File: src/rtl/dadda_multiplier_pipe.sv
// Pipelined WIDTH x WIDTH multiplier: Baugh-Wooley partial products, Dadda reduction,
// final carry-propagate add. Three stages share a single stall signal (advance).
module dadda_multiplier_pipe #(
  parameter int WIDTH = 8
) (
  input  logic               clk,
  input  logic               rst,
  input  logic               in_valid,
  output logic               in_ready,
  input  logic [WIDTH-1:0]   a,
  input  logic [WIDTH-1:0]   b,
  input  logic               signed_mode,
  output logic               out_valid,
  input  logic               out_ready,
  output logic [2*WIDTH-1:0] product,
  output logic               busy
);
  localparam int PW = 2 * WIDTH;

  logic             advance;
  logic             s1_valid, s2_valid, s3_valid;
  logic [WIDTH-1:0] s1_a, s1_b;
  logic             s1_signed;
  logic [PW-1:0]    row0, row1, s2_row0, s2_row1;

  function automatic int dadda_height(input int idx);
    case (idx)
      0:       return 2;
      1:       return 3;
      2:       return 4;
      3:       return 6;
      4:       return 9;
      5:       return 13;
      6:       return 19;
      7:       return 28;
      default: return 42;
    endcase
  endfunction

  function automatic logic bit_at(input logic [PW-1:0] v, input int k);
    logic [PW-1:0] t;
    t = v >> k;
    return t[0];
  endfunction

  // Each column is a packed bit list filled from bit 0 upward; cnt tracks its height.
  // Carries produced in a stage join the next column's pool in that same stage.
  always_comb begin : reduce_tree
    logic [PW-1:0] col  [PW];
    logic [PW-1:0] nxt  [PW];
    logic [PW-1:0] cin  [PW];
    int            cnt  [PW];
    int            ncnt [PW];
    int            ccnt [PW];
    logic [PW-1:0] pool;
    int            np, p, h, d;
    logic          x, y, z, pp, sum, carry;

    for (int c = 0; c < PW; c++) begin
      col[c] = '0; nxt[c] = '0; cin[c] = '0;
      cnt[c] = 0;  ncnt[c] = 0; ccnt[c] = 0;
    end
    pool = '0; np = 0; p = 0; h = 0; d = 0;
    x = 1'b0; y = 1'b0; z = 1'b0; pp = 1'b0; sum = 1'b0; carry = 1'b0;
    row0 = '0; row1 = '0;

    for (int i = 0; i < WIDTH; i++) begin
      for (int j = 0; j < WIDTH; j++) begin
        pp = s1_a[j] & s1_b[i];
        if ((i == WIDTH - 1) != (j == WIDTH - 1)) pp = pp ^ s1_signed;
        col[i+j] = col[i+j] | (PW'(pp) << cnt[i+j]);
        cnt[i+j] = cnt[i+j] + 1;
      end
    end
    // Signed correction: +2^WIDTH and +2^(2*WIDTH-1); zero bits in unsigned mode.
    col[WIDTH] = col[WIDTH] | (PW'(s1_signed) << cnt[WIDTH]);
    cnt[WIDTH] = cnt[WIDTH] + 1;
    col[PW-1]  = col[PW-1] | (PW'(s1_signed) << cnt[PW-1]);
    cnt[PW-1]  = cnt[PW-1] + 1;

    for (int s = 7; s >= 0; s--) begin
      d = dadda_height(s);
      if (d < WIDTH) begin
        for (int c = 0; c < PW; c++) begin
          nxt[c] = '0; cin[c] = '0; ncnt[c] = 0; ccnt[c] = 0;
        end
        for (int c = 0; c < PW; c++) begin
          pool = cin[c] | (col[c] << ccnt[c]);
          np   = ccnt[c] + cnt[c];
          h    = np;
          p    = 0;
          for (int k = 0; k < PW; k++) begin
            if (h > d) begin
              x = bit_at(pool, p);
              y = bit_at(pool, p + 1);
              if (h - d >= 2) begin
                z     = bit_at(pool, p + 2);
                sum   = x ^ y ^ z;
                carry = (x & y) | (x & z) | (y & z);
                p     = p + 3;
                h     = h - 2;
              end else begin
                sum   = x ^ y;
                carry = x & y;
                p     = p + 2;
                h     = h - 1;
              end
              nxt[c]  = nxt[c] | (PW'(sum) << ncnt[c]);
              ncnt[c] = ncnt[c] + 1;
              if (c < PW - 1) begin
                cin[(c + 1) % PW]  = cin[(c + 1) % PW] | (PW'(carry) << ccnt[(c + 1) % PW]);
                ccnt[(c + 1) % PW] = ccnt[(c + 1) % PW] + 1;
              end
            end
          end
          nxt[c]  = nxt[c] | ((pool >> p) << ncnt[c]);
          ncnt[c] = ncnt[c] + (np - p);
        end
        for (int c = 0; c < PW; c++) begin
          col[c] = nxt[c];
          cnt[c] = ncnt[c];
        end
      end
    end

    for (int c = 0; c < PW; c++) begin
      row0 = row0 | (PW'(col[c][0]) << c);
      row1 = row1 | (PW'(col[c][1]) << c);
    end
  end

  assign advance   = !s3_valid || out_ready;
  assign in_ready  = advance;
  assign out_valid = s3_valid;
  assign busy      = s1_valid | s2_valid | s3_valid;

  // Whole pipeline moves in lockstep; data registers only load behind a valid bit.
  always_ff @(posedge clk or posedge rst) begin
    if (rst) begin
      s1_valid  <= 1'b0;
      s2_valid  <= 1'b0;
      s3_valid  <= 1'b0;
      s1_a      <= '0;
      s1_b      <= '0;
      s1_signed <= 1'b0;
      s2_row0   <= '0;
      s2_row1   <= '0;
      product   <= '0;
    end else if (advance) begin
      s1_valid <= in_valid;
      if (in_valid) begin
        s1_a      <= a;
        s1_b      <= b;
        s1_signed <= signed_mode;
      end
      s2_valid <= s1_valid;
      if (s1_valid) begin
        s2_row0 <= row0;
        s2_row1 <= row1;
      end
      s3_valid <= s2_valid;
      if (s2_valid) product <= s2_row0 + s2_row1;
    end
  end
endmodule
File: config.mk
export PLATFORM = sky130hd
export DESIGN_NAME = dadda_multiplier_pipe
export DESIGN_NICKNAME = d
export VERILOG_FILES = /design/src/rtl/dadda_multiplier_pipe.sv
export SDC_FILE = /design/constraint.sdc
export NUM_CORES = 1
export LEC_CHECK = 0
export ABC_AREA = 1
export BUFFER_PORTS_ARGS = -buffer_cell sky130_fd_sc_hd__buf_4
export CAP_MARGIN = 20
export CELL_PAD_IN_SITES_DETAIL_PLACEMENT = 2
export CELL_PAD_IN_SITES_GLOBAL_PLACEMENT = 2
export CORE_UTILIZATION = 36
export CTS_BUF_LIST = sky130_fd_sc_hd__clkbuf_16
export CTS_CLUSTER_SIZE = 8
export DETAILED_ROUTE_END_ITERATION = 7
export PLACE_DENSITY = 0.81
export SLEW_MARGIN = 25
export SYNTH_ARGS = -nofsm -noshare
export SYNTH_HDL_FRONTEND = slang
export SYNTH_SLANG_ARGS = --single-unit
export TNS_END_PERCENT = 100
File: constraint.sdc
create_clock -name clk -period 7.8 [get_ports clk]
set_input_delay 1.17 -clock clk [delete_from_list [all_inputs] [get_ports clk]]
set_output_delay 1.17 -clock clk [all_outputs]
set_load 0.02 [all_outputs]
After elaboration in Yosys (flattened, before gate mapping) --
Cells that the tools add are included.
Storage, ports and cells: bits in registers 68, input bits 21
Operators by class: $add $sub $neg 1, bitwise gates (word level) 506, reduce and logical (&&, ||, !) cells 5
Operators by type and width (number):
- AND 1 bit | 178
- bitwise XOR 1 bit | 92
- OR 1 x 2 -> 2 bit | 43
- OR 1 bit | 74
- OR 1 x 4 -> 4 bit | 14
- OR 2 x 8 -> 8 bit | 6
- OR 1 x 5 -> 5 bit | 9
- OR 3 x 4 -> 4 bit | 10
- OR 4 x 5 -> 5 bit | 8
- OR 2 x 3 -> 3 bit | 12
- OR 1 x 3 -> 3 bit | 11
- OR 16 x 10 -> 16 bit | 2
- OR 16 x 11 -> 16 bit | 2
- OR 16 x 12 -> 16 bit | 2
- OR 16 x 13 -> 16 bit | 2
- OR 16 x 14 -> 16 bit | 2
- OR 16 x 15 -> 16 bit | 2
- OR 16 x 6 -> 16 bit | 2
- OR 16 x 7 -> 16 bit | 2
- OR 16 x 8 -> 16 bit | 2
- OR 16 x 9 -> 16 bit | 2
- OR 5 x 6 -> 6 bit | 5
- OR 2 x 4 -> 4 bit | 6
- OR 6 x 7 -> 7 bit | 3
- other kinds (14) | 21

Depth between registers and ports, before layout --
depth after elaboration 59, gate-level depth with buffers 25, mapped depth without buffers 24

Worst setup path after synthesis --
OpenSTA, ideal clock, no wires.
path kind reg2reg, start point register s1_a[4], end point register s2_row0[13], setup time 0.066 ns, arrival 5.784 ns, required time 7.734 ns, setup slack 1.951 ns, cell stages (with the launch flop) 22, period minus slack after synthesis 5.849 ns, cell sequence dfrtp_1 > clkbuf_1 > nand2_1 > inv_1 > ha_1 > inv_1 > fa_1 > inv_1 > fa_1 > inv_1 > fa_1 > fa_1 > fa_1 > fa_1 > inv_1 > fa_1 > fa_1 > fa_1 > fa_1 > fa_1 > nand2_1 > nand2_1
RTL lines:
- start, declared | RTL line 22 | logic [WIDTH-1:0] s1_a, s1_b;
- start signal, assigned | RTL line 143 | s1_a <= '0;
- start signal, assigned | RTL line 152 | s1_a <= a;
- end signal, assigned | RTL line 158 | s2_row0 <= row0;
- end, declared | RTL line 24 | logic [PW-1:0] row0, row1, s2_row0, s2_row1;

==> impl_results.rst <==
.. list-table::
   :header-rows: 1

   * - Metric
     - Value
   * - GRT Util Overall
     - 0.2181
   * - H-tree depth reported by CTS
     - 3
   * - Number of placed instances with taps included
     - slightly below 800
   * - Top flip-flop cell by instance count after synthesis
     - sky130_fd_sc_hd__dfrtp_1
   * - Floorplan Core Area
     - about 0.013 mm^2
   * - Fraction of layout cells with a size suffix above 1
     - 0.1156
   * - Max-cap violations
     - 0
   * - Die extent in y
     - 116.8 um
   * - Post-Syn Nets
     - approximately 660
   * - Core Rows
     - 41
   * - Commonest cells after routing, fill and taps aside
     - sky130_fd_sc_hd__nand2_1 (204), sky130_fd_sc_hd__inv_1 (108), sky130_fd_sc_hd__dfrtp_1 (65)
   * - Max IR drop VDD
     - about 0.22 mV
   * - Worst clock skew on the final layout
     - 0.009267 ns
   * - Worst Setup Start Kind
     - register
   * - Highest attainable clock frequency
     - between 0.15 and 0.2 GHz
   * - FILL cells
     - between 1500 and 2000
   * - Post-route DRC
     - 0
   * - Die extent in x
     - between 100 and 150 um
   * - Antenna cell count
     - 0
   * - Data arrival at the endpoint of the critical path
     - about 6.5 ns
   * - Total number of nets in the final design
     - around 690
   * - Post-route non-filler standard cell count
     - ~790
   * - Most frequent standard cell in the layout excluding fill and tap cells
     - sky130_fd_sc_hd__nand2_1
   * - Iteration-0 DRC Markers
     - approximately 120
   * - Cell leakage power
     - ~3.0 nW
   * - Multi-input combinational cell area
     - approximately 0.0026 mm^2
   * - Antenna violations before repair
     - 0
   * - Area Overhead vs Synth
     - 14.97%
   * - Count of distinct cell types in the synthesized netlist
     - 26
   * - Largest net degree at the start of global routing
     - 66
   * - Type of the setup path with the least slack
     - register to register
   * - Final antenna-violating net count
     - 0
   * - DRT Wirelength
     - around 13000 um
   * - Clock buffer count from CTS
     - 9
   * - Fin Setup TNS
     - 0 ns
   * - Clock latency of the later-clocked register in the worst-skew pair
     - 0.34 ns
   * - Global-route wire length before repair
     - ~22000 um
   * - Sequential element share of the synthesized area
     - 0.3427
   * - I/O pins
     - 40
   * - TritonCTS clock tree
     - done
   * - Crit share post-route
     - 0.8042
   * - Setup bufs post-CTS
     - 0
   * - Worst Tran Pin Value
     - 0.8479 ns
   * - Storage element area
     - about 0.0016 mm^2
   * - Via count of the first global-routing pass
     - approximately 4400
   * - Number of instances resized during post-cts repair
     - 0
   * - Post-route minimum period
     - ~6.3 ns
   * - Die footprint
     - about 0.014 mm^2
   * - Total power divided by cell area
     - roughly 540 mW/mm^2
   * - Result of the run
     - finished, final reports clean
   * - HPWL Detailed
     - just under 10000 um
   * - Cell count after synthesis
     - 584
   * - Cell Area, Placed
     - 0.005145 mm^2
   * - Via count
     - roughly 3700
   * - Final Util
     - 0.4289
   * - Per-instance average area after synthesis
     - about 8.1 um^2
   * - Count of flip-flops with a built-in enable after synthesis
     - 0
   * - Number of sinks on the clock net
     - 65
   * - Biggest fanout along the worst timing path
     - 9
   * - Clock slew at reported path FFs
     - 0.06 ns
   * - Post-synthesis register bit count
     - 65
   * - Ys async rst share
     - 1.000
   * - Final instance area
     - around 0.0055 mm^2
   * - Warning count from the yosys run
     - 0
   * - Worst path required time
     - 8.07 ns
   * - # port buffers
     - 39
   * - Hold Violations, Final
     - 0
   * - Final Wtd Congestion
     - 0.8532
   * - Post-CTS Hold Buffers
     - 0
   * - Netlist area before placement
     - about 0.0047 mm^2
   * - Final setup margin
     - roughly 1.5 ns
   * - Ratio of routed vias to standard cells
     - between 4 and 5
   * - Worst-case setup slack after placement
     - about 1.6 ns
   * - RSZ-0062 raised after global routing
     - no
   * - Clk root buf
     - sky130_fd_sc_hd__clkbuf_16
   * - Setup violations, final
     - 0
   * - DRT Pass-1 Iters
     - 4
   * - Maximum buffer depth of the clock tree
     - 2
   * - Initial core utilization
     - 0.3730
   * - Min-delay worst type
     - register to register
   * - Grt total ovfl
     - 0
   * - Final slew viol count
     - 0
   * - Wire per inst
     - between 15 and 20 um
   * - Max-slew headroom
     - 0.4348
   * - Endpoint kind of the worst setup timing path
     - register
-- worst paths after layout --
path / from / end / slack (ns) / cells past startpoint
setup / recovery: s1_a[3]$_DFFE_PP0P_ / s2_row0[13]$_DFFE_PP0P_ / 1.53 / 20
hold reg to reg: s2_row0[5]$_DFFE_PP0P_ / s2_row0[5]$_DFFE_PP0P_ / 0.48 / 2
min in group asynchronous: rst / product[4]$_DFFE_PP0P_ / 1.09 / 3
max in group asynchronous: rst / s2_row0[13]$_DFFE_PP0P_ / 6.15 / 3
hold / removal: s2_row0[5]$_DFFE_PP0P_ / s2_row0[5]$_DFFE_PP0P_ / 0.48 / 2
setup reg to reg: s1_a[3]$_DFFE_PP0P_ / s2_row0[13]$_DFFE_PP0P_ / 1.53 / 20
-- cell families after synthesis --
| family | after synthesis | synth area share |
|---|---|---|
| buf+inv | 139 | 0.1152 |
| mux | 17 | 0.04746 |
| fa+ha+maj | 57 | 0.2088 |
| compound gates | 30 | 0.03190 |
| simple gates | 258 | 0.2207 |
| flops | 65 | 0.3427 |
| xor+xnor | 18 | 0.03322 |
-- sequential cells by signal, summed over array words and instances (netlist names) --
name       cells
s1_signed      1
out_valid      1
s1_b           8
product       16
s1_a           8
s2_valid       1
s2_row0       15
s1_valid       1
s2_row1       14
-- report_power, final --
group          switching (mW)  leakage (nW)  internal (mW)
sequential              0.144         0.798          0.484
clock                   0.149         0.148          0.276
combinational            1.10          2.08          0.775
total                    1.39          3.03           1.54
-- layer usage --
metal  vias to the layer above  track usage  wire length [um]  part of all wire
met3                        21      0.04274               309             0.024
met4                         0      0.07595               325             0.025
met1                      1884       0.2419              5500              0.42
met5                         -            0                 0                 0
li1                       1787            -                 -                 -
met2                        50       0.4134              6877              0.53
-- synthesized netlist by cell type (2+ instances only) --
cell / n / area (um^2)
sky130_fd_sc_hd__nand3b_1: 3 / 22.52
sky130_fd_sc_hd__inv_1: 108 / 405.4
sky130_fd_sc_hd__nand4_1: 2 / 12.51
sky130_fd_sc_hd__nand2_1: 204 / 765.7
sky130_fd_sc_hd__o21ai_1: 14 / 70.07
sky130_fd_sc_hd__buf_2: 9 / 45.04
sky130_fd_sc_hd__xnor2_1: 3 / 26.28
sky130_fd_sc_hd__nor2_4: 2 / 22.52
sky130_fd_sc_hd__a21oi_1: 7 / 35.03
sky130_fd_sc_hd__nand3_1: 29 / 145.1
sky130_fd_sc_hd__clkbuf_1: 17 / 63.81
sky130_fd_sc_hd__dfrtp_1: 65 / 1627
sky130_fd_sc_hd__inv_2: 3 / 11.26
sky130_fd_sc_hd__o21ai_0: 8 / 40.04
sky130_fd_sc_hd__nor2_1: 15 / 56.30
sky130_fd_sc_hd__ha_1: 20 / 250.2
sky130_fd_sc_hd__mux2_1: 8 / 90.09
sky130_fd_sc_hd__xor2_1: 15 / 131.4
sky130_fd_sc_hd__mux2_4: 9 / 135.1
sky130_fd_sc_hd__fa_1: 37 / 740.7
-- metrics by stage --
stage / total power, mW / hold slack, ns
5_1_grt: 3.292 / 0.5104
6_report: 2.923 / 0.4791
3_3_place_gp: 2.366 / 0.4568
4_1_cts: 3.003 / 0.4866
3_5_place_dp: 2.531 / 0.4706
2_1_floorplan: 1.981 / 0.4433
-- critical path: stages (launching register included) --
cell                      delay, ns
sky130_fd_sc_hd__dfrtp_1       0.53
sky130_fd_sc_hd__nand2_1       0.10
sky130_fd_sc_hd__inv_1         0.07
sky130_fd_sc_hd__ha_1          0.15
sky130_fd_sc_hd__inv_1         0.07
sky130_fd_sc_hd__fa_1          0.46
sky130_fd_sc_hd__inv_1         0.10
sky130_fd_sc_hd__fa_1          0.19
sky130_fd_sc_hd__inv_1         0.07
sky130_fd_sc_hd__fa_1          0.44
sky130_fd_sc_hd__fa_1          0.46
sky130_fd_sc_hd__fa_1          0.46
sky130_fd_sc_hd__fa_1          0.42
sky130_fd_sc_hd__inv_1         0.11
sky130_fd_sc_hd__fa_1          0.44
sky130_fd_sc_hd__fa_1          0.50
sky130_fd_sc_hd__fa_1          0.44
sky130_fd_sc_hd__fa_1          0.48
sky130_fd_sc_hd__fa_1          0.54
sky130_fd_sc_hd__nand2_1       0.06
sky130_fd_sc_hd__nand2_1       0.10
-- final cells by class --
cell class	instances	area share
multi-input combinational	380	0.4715
sequential	65	0.2981
inverter	112	0.07751
timing repair buffer	41	0.05641
clock buffer	9	0.04127
tap	172	0.03944
clock inverter	7	0.01582
(Power assumes the default switching activity.)
